## src/rtl/pipe_pkg.sv

```systemverilog
// Shared types and default widths for the pipeline stage register and its slots.
// No logic of its own.
package pipe_pkg;

  localparam int DATA_W_DEF = 32;
  localparam int CTRL_W_DEF = 8;

  // Encoding doubles as the occupancy count.
  typedef enum logic [1:0] {
    EMPTY = 2'd0,
    ONE   = 2'd1,
    TWO   = 2'd2
  } state_t;

endpackage

```

## src/rtl/pipe_stage_reg_if.sv

```systemverilog
// Valid/ready stage link carrying a control payload and a data payload.
// The master drives valid/ctrl/data; the slave drives ready.
interface pipe_stage_reg_if
  import pipe_pkg::*;
#(
  parameter int DATA_W = DATA_W_DEF,
  parameter int CTRL_W = CTRL_W_DEF
) ();

  logic              valid;
  logic              ready;
  logic [CTRL_W-1:0] ctrl;
  logic [DATA_W-1:0] data;

  modport master (output valid, output ctrl, output data, input ready);
  modport slave  (input valid, input ctrl, input data, output ready);

endinterface

```

## src/rtl/pipe_slot.sv

```systemverilog
// One held entry (valid + ctrl + data); clear beats load, and clear leaves data untouched.
// Latency 1 cycle from load/clear to output; no flow control of its own.
module pipe_slot
  import pipe_pkg::*;
#(
  parameter int DATA_W = DATA_W_DEF,
  parameter int CTRL_W = CTRL_W_DEF
) (
  input  logic              clk,
  input  logic              reset,
  input  logic              load_i,
  input  logic              clear_i,
  input  logic [CTRL_W-1:0] ctrl_i,
  input  logic [DATA_W-1:0] data_i,
  output logic              vld_o,
  output logic [CTRL_W-1:0] ctrl_o,
  output logic [DATA_W-1:0] data_o
);

  logic              vld_q;
  logic [CTRL_W-1:0] ctrl_q;
  logic [DATA_W-1:0] data_q;

  always_ff @(posedge clk or posedge reset) begin
    if (reset) begin
      vld_q  <= 1'b0;
      ctrl_q <= '0;
      data_q <= '0;
    end else if (clear_i) begin
      // Bubble insertion: kill valid and control, keep the data bits as they were.
      vld_q  <= 1'b0;
      ctrl_q <= '0;
    end else if (load_i) begin
      vld_q  <= 1'b1;
      ctrl_q <= ctrl_i;
      data_q <= data_i;
    end
  end

  assign vld_o  = vld_q;
  assign ctrl_o = ctrl_q;
  assign data_o = data_q;

endmodule

```

## src/rtl/pipe_stage_reg.sv

```systemverilog
// Pipeline stage register: SKID=1 is a 2-entry skid buffer with registered in_ready, SKID=0 a single
// slot with combinational ready; 1-cycle latency, FIFO order, flush squashes every held entry.
module pipe_stage_reg
  import pipe_pkg::*;
#(
  parameter int DATA_W = DATA_W_DEF,
  parameter int CTRL_W = CTRL_W_DEF,
  parameter bit SKID   = 1'b1
) (
  input  logic                   clk,
  input  logic                   reset,
  input  logic                   flush,
  pipe_stage_reg_if.slave        in_if,
  pipe_stage_reg_if.master       out_if,
  output logic [1:0]             occupancy
);

  logic              in_xfer;
  logic              out_xfer;
  logic              head_load;
  logic              head_clr;
  logic [CTRL_W-1:0] head_ctrl_d;
  logic [DATA_W-1:0] head_data_d;
  logic              head_vld;
  logic [CTRL_W-1:0] head_ctrl;
  logic [DATA_W-1:0] head_data;

  assign in_xfer  = in_if.valid & in_if.ready;
  assign out_xfer = out_if.valid & out_if.ready;

  pipe_slot #(.DATA_W(DATA_W), .CTRL_W(CTRL_W)) u_head (
    .clk     (clk),
    .reset   (reset),
    .load_i  (head_load),
    .clear_i (head_clr),
    .ctrl_i  (head_ctrl_d),
    .data_i  (head_data_d),
    .vld_o   (head_vld),
    .ctrl_o  (head_ctrl),
    .data_o  (head_data)
  );

  assign out_if.valid = head_vld;
  assign out_if.ctrl  = head_ctrl;
  assign out_if.data  = head_data;

  if (SKID) begin : g_skid
    state_t            state_q;
    state_t            state_d;
    logic              rdy_q;
    logic              head_sel_skid;
    logic              skid_load;
    logic              skid_clr;
    logic              skid_vld;
    logic [CTRL_W-1:0] skid_ctrl;
    logic [DATA_W-1:0] skid_data;

    pipe_slot #(.DATA_W(DATA_W), .CTRL_W(CTRL_W)) u_skid (
      .clk     (clk),
      .reset   (reset),
      .load_i  (skid_load),
      .clear_i (skid_clr),
      .ctrl_i  (in_if.ctrl),
      .data_i  (in_if.data),
      .vld_o   (skid_vld),
      .ctrl_o  (skid_ctrl),
      .data_o  (skid_data)
    );

    always_comb begin
      state_d       = state_q;
      head_load     = 1'b0;
      head_clr      = 1'b0;
      head_sel_skid = 1'b0;
      skid_load     = 1'b0;
      skid_clr      = 1'b0;
      if (flush) begin
        state_d  = EMPTY;
        head_clr = 1'b1;
        skid_clr = 1'b1;
      end else begin
        case (state_q)
          EMPTY: if (in_xfer) begin
            state_d   = ONE;
            head_load = 1'b1;
          end
          ONE: begin
            if (in_xfer && out_xfer) begin
              head_load = 1'b1;
            end else if (in_xfer) begin
              state_d   = TWO;
              skid_load = 1'b1;
            end else if (out_xfer) begin
              state_d  = EMPTY;
              head_clr = 1'b1;
            end
          end
          TWO: if (out_xfer) begin
            state_d       = ONE;
            head_load     = 1'b1;
            head_sel_skid = 1'b1;
            skid_clr      = 1'b1;
          end
          default: begin
            state_d  = EMPTY;
            head_clr = 1'b1;
            skid_clr = 1'b1;
          end
        endcase
      end
      head_ctrl_d = head_sel_skid ? skid_ctrl : in_if.ctrl;
      head_data_d = head_sel_skid ? skid_data : in_if.data;
    end

    // Ready comes straight from a flop so out_ready never reaches in_ready combinationally.
    always_ff @(posedge clk or posedge reset) begin
      if (reset) begin
        state_q <= EMPTY;
        rdy_q   <= 1'b1;
      end else begin
        state_q <= state_d;
        rdy_q   <= (state_d != TWO);
      end
    end

    assign in_if.ready = rdy_q;
    assign occupancy   = state_q;
  end else begin : g_single
    always_comb begin
      head_load   = in_xfer & ~flush;
      head_clr    = flush | (out_xfer & ~in_xfer);
      head_ctrl_d = in_if.ctrl;
      head_data_d = in_if.data;
    end

    assign in_if.ready = ~head_vld | out_if.ready;
    assign occupancy   = {1'b0, head_vld};
  end

endmodule
```

## src/flat_wrapper.sv

```systemverilog
// flat-port wrapper written by rule: the top's interface ports become plain ports
module pipe_stage_reg_flat import pipe_pkg::*;
#(
  parameter int DATA_W = DATA_W_DEF,
  parameter int CTRL_W = CTRL_W_DEF,
  parameter bit SKID   = 1'b1
)
  (clk, reset, flush, occupancy, in_if_valid, in_if_ctrl, in_if_data, in_if_ready, out_if_valid, out_if_ctrl, out_if_data, out_if_ready);
  pipe_stage_reg_if #(.DATA_W(DATA_W), .CTRL_W(CTRL_W)) in_if_i ();
  pipe_stage_reg_if #(.DATA_W(DATA_W), .CTRL_W(CTRL_W)) out_if_i ();
  input  logic clk;
  input  logic reset;
  input  logic flush;
  output logic [1:0] occupancy;
  input wire logic [$bits(in_if_i.valid)-1:0] in_if_valid;
  input wire logic [$bits(in_if_i.ctrl)-1:0] in_if_ctrl;
  input wire logic [$bits(in_if_i.data)-1:0] in_if_data;
  output wire logic [$bits(in_if_i.ready)-1:0] in_if_ready;
  output wire logic [$bits(out_if_i.valid)-1:0] out_if_valid;
  output wire logic [$bits(out_if_i.ctrl)-1:0] out_if_ctrl;
  output wire logic [$bits(out_if_i.data)-1:0] out_if_data;
  input wire logic [$bits(out_if_i.ready)-1:0] out_if_ready;
  assign in_if_i.valid = in_if_valid;
  assign in_if_i.ctrl = in_if_ctrl;
  assign in_if_i.data = in_if_data;
  assign in_if_ready = in_if_i.ready;
  assign out_if_valid = out_if_i.valid;
  assign out_if_ctrl = out_if_i.ctrl;
  assign out_if_data = out_if_i.data;
  assign out_if_i.ready = out_if_ready;
  pipe_stage_reg #(.DATA_W(DATA_W), .CTRL_W(CTRL_W), .SKID(SKID)) u_core (.clk(clk), .reset(reset), .flush(flush), .in_if(in_if_i), .out_if(out_if_i), .occupancy(occupancy));
endmodule
```

## config.mk

```make
export PLATFORM = sky130hd
export DESIGN_NAME = pipe_stage_reg_flat
export DESIGN_NICKNAME = d
export VERILOG_FILES = /design/src/rtl/pipe_pkg.sv /design/src/rtl/pipe_stage_reg_if.sv /design/src/rtl/pipe_slot.sv /design/src/rtl/pipe_stage_reg.sv /design/src/flat_wrapper.sv
export SDC_FILE = /design/constraint.sdc
export NUM_CORES = 1
export LEC_CHECK = 0
export BUFFER_PORTS_ARGS = -buffer_cell sky130_fd_sc_hd__buf_2
export CAP_MARGIN = 20
export CORE_MARGIN = 3
export CORE_UTILIZATION = 55
export CTS_BUF_LIST = sky130_fd_sc_hd__clkbuf_4 sky130_fd_sc_hd__clkbuf_8
export DETAILED_ROUTE_END_ITERATION = 8
export GPL_ROUTABILITY_DRIVEN = 0
export GPL_TIMING_DRIVEN = 1
export HOLD_SLACK_MARGIN = 0.12
export PLACE_DENSITY = 0.82
export SLEW_MARGIN = 15
export SYNTH_ARGS = -nofsm -noshare
export SYNTH_HDL_FRONTEND = slang
export SYNTH_SLANG_ARGS = --single-unit
```

## constraint.sdc

```tcl
create_clock -name clk -period 4.9 [get_ports clk]
set_input_delay 0.245 -clock clk [delete_from_list [all_inputs] [get_ports clk]]
set_output_delay 0.245 -clock clk [all_outputs]
set_load 0.01 [all_outputs]
```

==> flow_summary.toml <==
[outcome]
outcome = "complete, no violations"

[logic_synthesis]
syn_inst = 256
synth_top_cell_area_share = 0.5794
synth_area_leaders = "dfrtp_1 (58%), o22a_1 (16%), mux2_2 (9.7%)"
synthDistinctLibCells = 31
synthArstFlopShare = 1.000
synth_seq_area_share = 0.5867
synth-seq-cells = 84
synth_edf_count = 0
syn_avg_cell_area_um2 = 14.00
synth_warnings = 0
ys.flop_type = "dfrtp_1"
yosysTopAreaCell = "dfrtp_1"
syn-num-nets = 301
netlist_area_um2 = 3585

[global_routing]
antenna_found_initial = 0
grt_overflow = 0
grt_pass1_wl_mm = 12.17
grt_pass1_vias = 2596
grt_usage = 0.2073
grt_max_degree = 85

[detailed_routing]
finalWirelength_mm = 7.492
postRouteAntennaNets = 0
drt_first_pass_iters = 4
wl_per_cell_um = 17.92
drc = 0
initialDrtViolationCount = 117
drt-vias-per-instance = 5.962
route.vias.total = 2492

[place]
port_buffers = 88
placed_cells = 401
place_ws_ns = 2.582
hpwl_mm = 4.705

[cells_and_area]
area_growth_pct = 19.27
instances_no_fill = 418
fin_nets = 384
drive_gt1_frac = 0.4257
diodes = 0

[clocking]
cts_max_level = 3
path_clk_slew_ns = 0.08
cts_tree = "done"
numCtsBuffers = 9
cts_root_buf = "clkbuf_8"
ctsResizeCount = 0
clock_latency_ns = 0.35
cts.sinks = 84
post_cts_buffers = 0
clock_path_buffers = 2

[sta]
finClkSkew_ns = 0.008663
worstMarginPinSlew_ns = 0.9999
rsz0062_at_grt = "false"
setup_viol = 0
relSlewSlack = 0.3334
min_period_ns = 2.283
final_max_slew_viol_count = 0
setup_tns_ns = 0
fin_ws_ns = 2.617
hold_viol_final = 0
max_freq_mhz = 438.1
timing.final.crit_share = 0.4658

[floorplan]
initial_core_util = 0.5847
die_h_um = 86.73
io_pins = 89
core_um2 = 6131
num_rows = 28
die_w_um = 86.73
dieArea_um2 = 7522

[hold_path]
worst_hold_path_type = "input pin to register"

[critical_path]
cp_max_fo = 27
end_kind = "register"
arrival_ns = 2.52
path_class = "register to register"
critPathLaunchType = "register"
critPathRequiredTime_ns = 5.14

[power_and_ir_drop]
leakage_uw = 0.001866
ir_worst_vdd_uv = 266.3
powerDensity_nw_per_um2 = 495.7

[flow_run]
drv_cap = 0
per-layer routing:
metal,share of wire,vias to the layer above,global-route usage
li1,-,1149,-
met1,0.47,1255,0.2807
met2,0.45,79,0.3234
met3,0.066,9,0.05133
met4,0.011,0,0.08074
met5,0,-,0
stage by stage:
step / power [uW] / area (um^2) / hold slack (ns) / util
finish: 2119 / 4275 / 0.1366 / 0.6973
global route: 2237 / 4275 / 0.1272 / 0.6973
CTS: 2132 / 4238 / 0.1213 / 0.6912
detailed placement: 1581 / 4014 / 0.4729 / 0.6547
global placement: 1551 / 4014 / 0.4680 / 0.6547
floorplan: 1404 / 3585 / 0.3777 / -
cells by family (layout without fill, tap and decap cells):
logic type | Yosys count | count (layout) | synth area share
xor gates and xnor gates | 1 | 1 | 0.002444
and+or+nand+nor | 15 | 15 | 0.02444
AOI/OAI and AO/OA | 99 | 99 | 0.2429
muxes | 32 | 32 | 0.1005
buffers and inverters | 25 | 112 | 0.04293
DFF | 84 | 84 | 0.5867
area by class of cell:
class                   count  area [um^2]
clock inverters             4        72.57
clock buffers              11        151.4
well taps                  75        93.84
inverters                   3        12.51
repair buffers             94        508.0
fillers                   444         1856
flip-flops and latches     84         2103
multi-input cells         147         1334
sequential cells by signal, summed over array words and instances, names as in the netlist:
signal                       cells
u_core.occupancy                 2
u_core.u_head.ctrl_o             8
u_core.u_head.vld_o              1
u_core.g_skid.u_skid.ctrl_o      8
u_core.g_skid.u_skid.data_o     32
u_core.in_if.ready               1
u_core.u_head.data_o            32
cells in the mapped netlist (2+ instances only):
| cell type | number |
|---|---|
| o21bai_1 | 2 |
| buf_2 | 6 |
| a21oi_1 | 3 |
| nor2_1 | 2 |
| a22oi_1 | 8 |
| o22a_1 | 64 |
| nor3_1 | 2 |
| nand2b_1 | 2 |
| dfrtp_1 | 83 |
| o2bb2ai_1 | 8 |
| nand2_1 | 2 |
| buf_6 | 7 |
| a22o_1 | 8 |
| and2_1 | 2 |
| mux2_2 | 31 |
| clkbuf_1 | 9 |
| inv_1 | 3 |
worst max-delay path, cell delays in order, from the launching register on:
cell	delay (ns)
dfrtp_1	0.50
nand4b_1	0.31
nor3_4	0.52
buf_4	0.45
mux2_2	0.39
power breakdown:
part	leakage [uW]	total [uW]	switching, uW	internal, uW
clock network	0.000111	554	243	311
logic	0.000752	520	225	295
registers	0.00100	1040	126	919
final timing paths:
kind / from / to / slack, ns / cells past startpoint
setup / recovery: u_core.occupancy[1] / u_core.g_skid.u_skid.data_o[23] / 2.62 / 4
hold / removal: in_if_ctrl[5] / u_core.g_skid.u_skid.ctrl_o[5] / 0.14 / 2
setup reg to reg: u_core.occupancy[1] / u_core.g_skid.u_skid.data_o[23] / 2.62 / 4
hold reg to reg: u_core.u_head.ctrl_o[4] / u_core.u_head.ctrl_o[4] / 0.49 / 1
max in group asynchronous: reset / u_core.u_head.data_o[12] / 3.84 / 5
min in group asynchronous: reset / u_core.g_skid.u_skid.data_o[21] / 0.47 / 4
layout by cell type (no fill, tap or decap), drive strengths merged, types with 2 or more instances in the layout:
master    n
a22oi     8
o21bai    2
nand2b    2
buf      93
o2bb2ai   8
o22a     64
and2      2
a21oi     5
clkbuf   11
mux2     32
nor3      3
bufinv    2
nor2      2
inv       2
dfrtp    83
clkinv    2
nand2     2
a22o      8
what timing repair did:
action	in CTS	in global routing
hold buffers	0	1
hold endpoints to repair	0	19
endpoints found under the setup margin	0	0
Note: power is estimated with default switching activity, not from simulation.
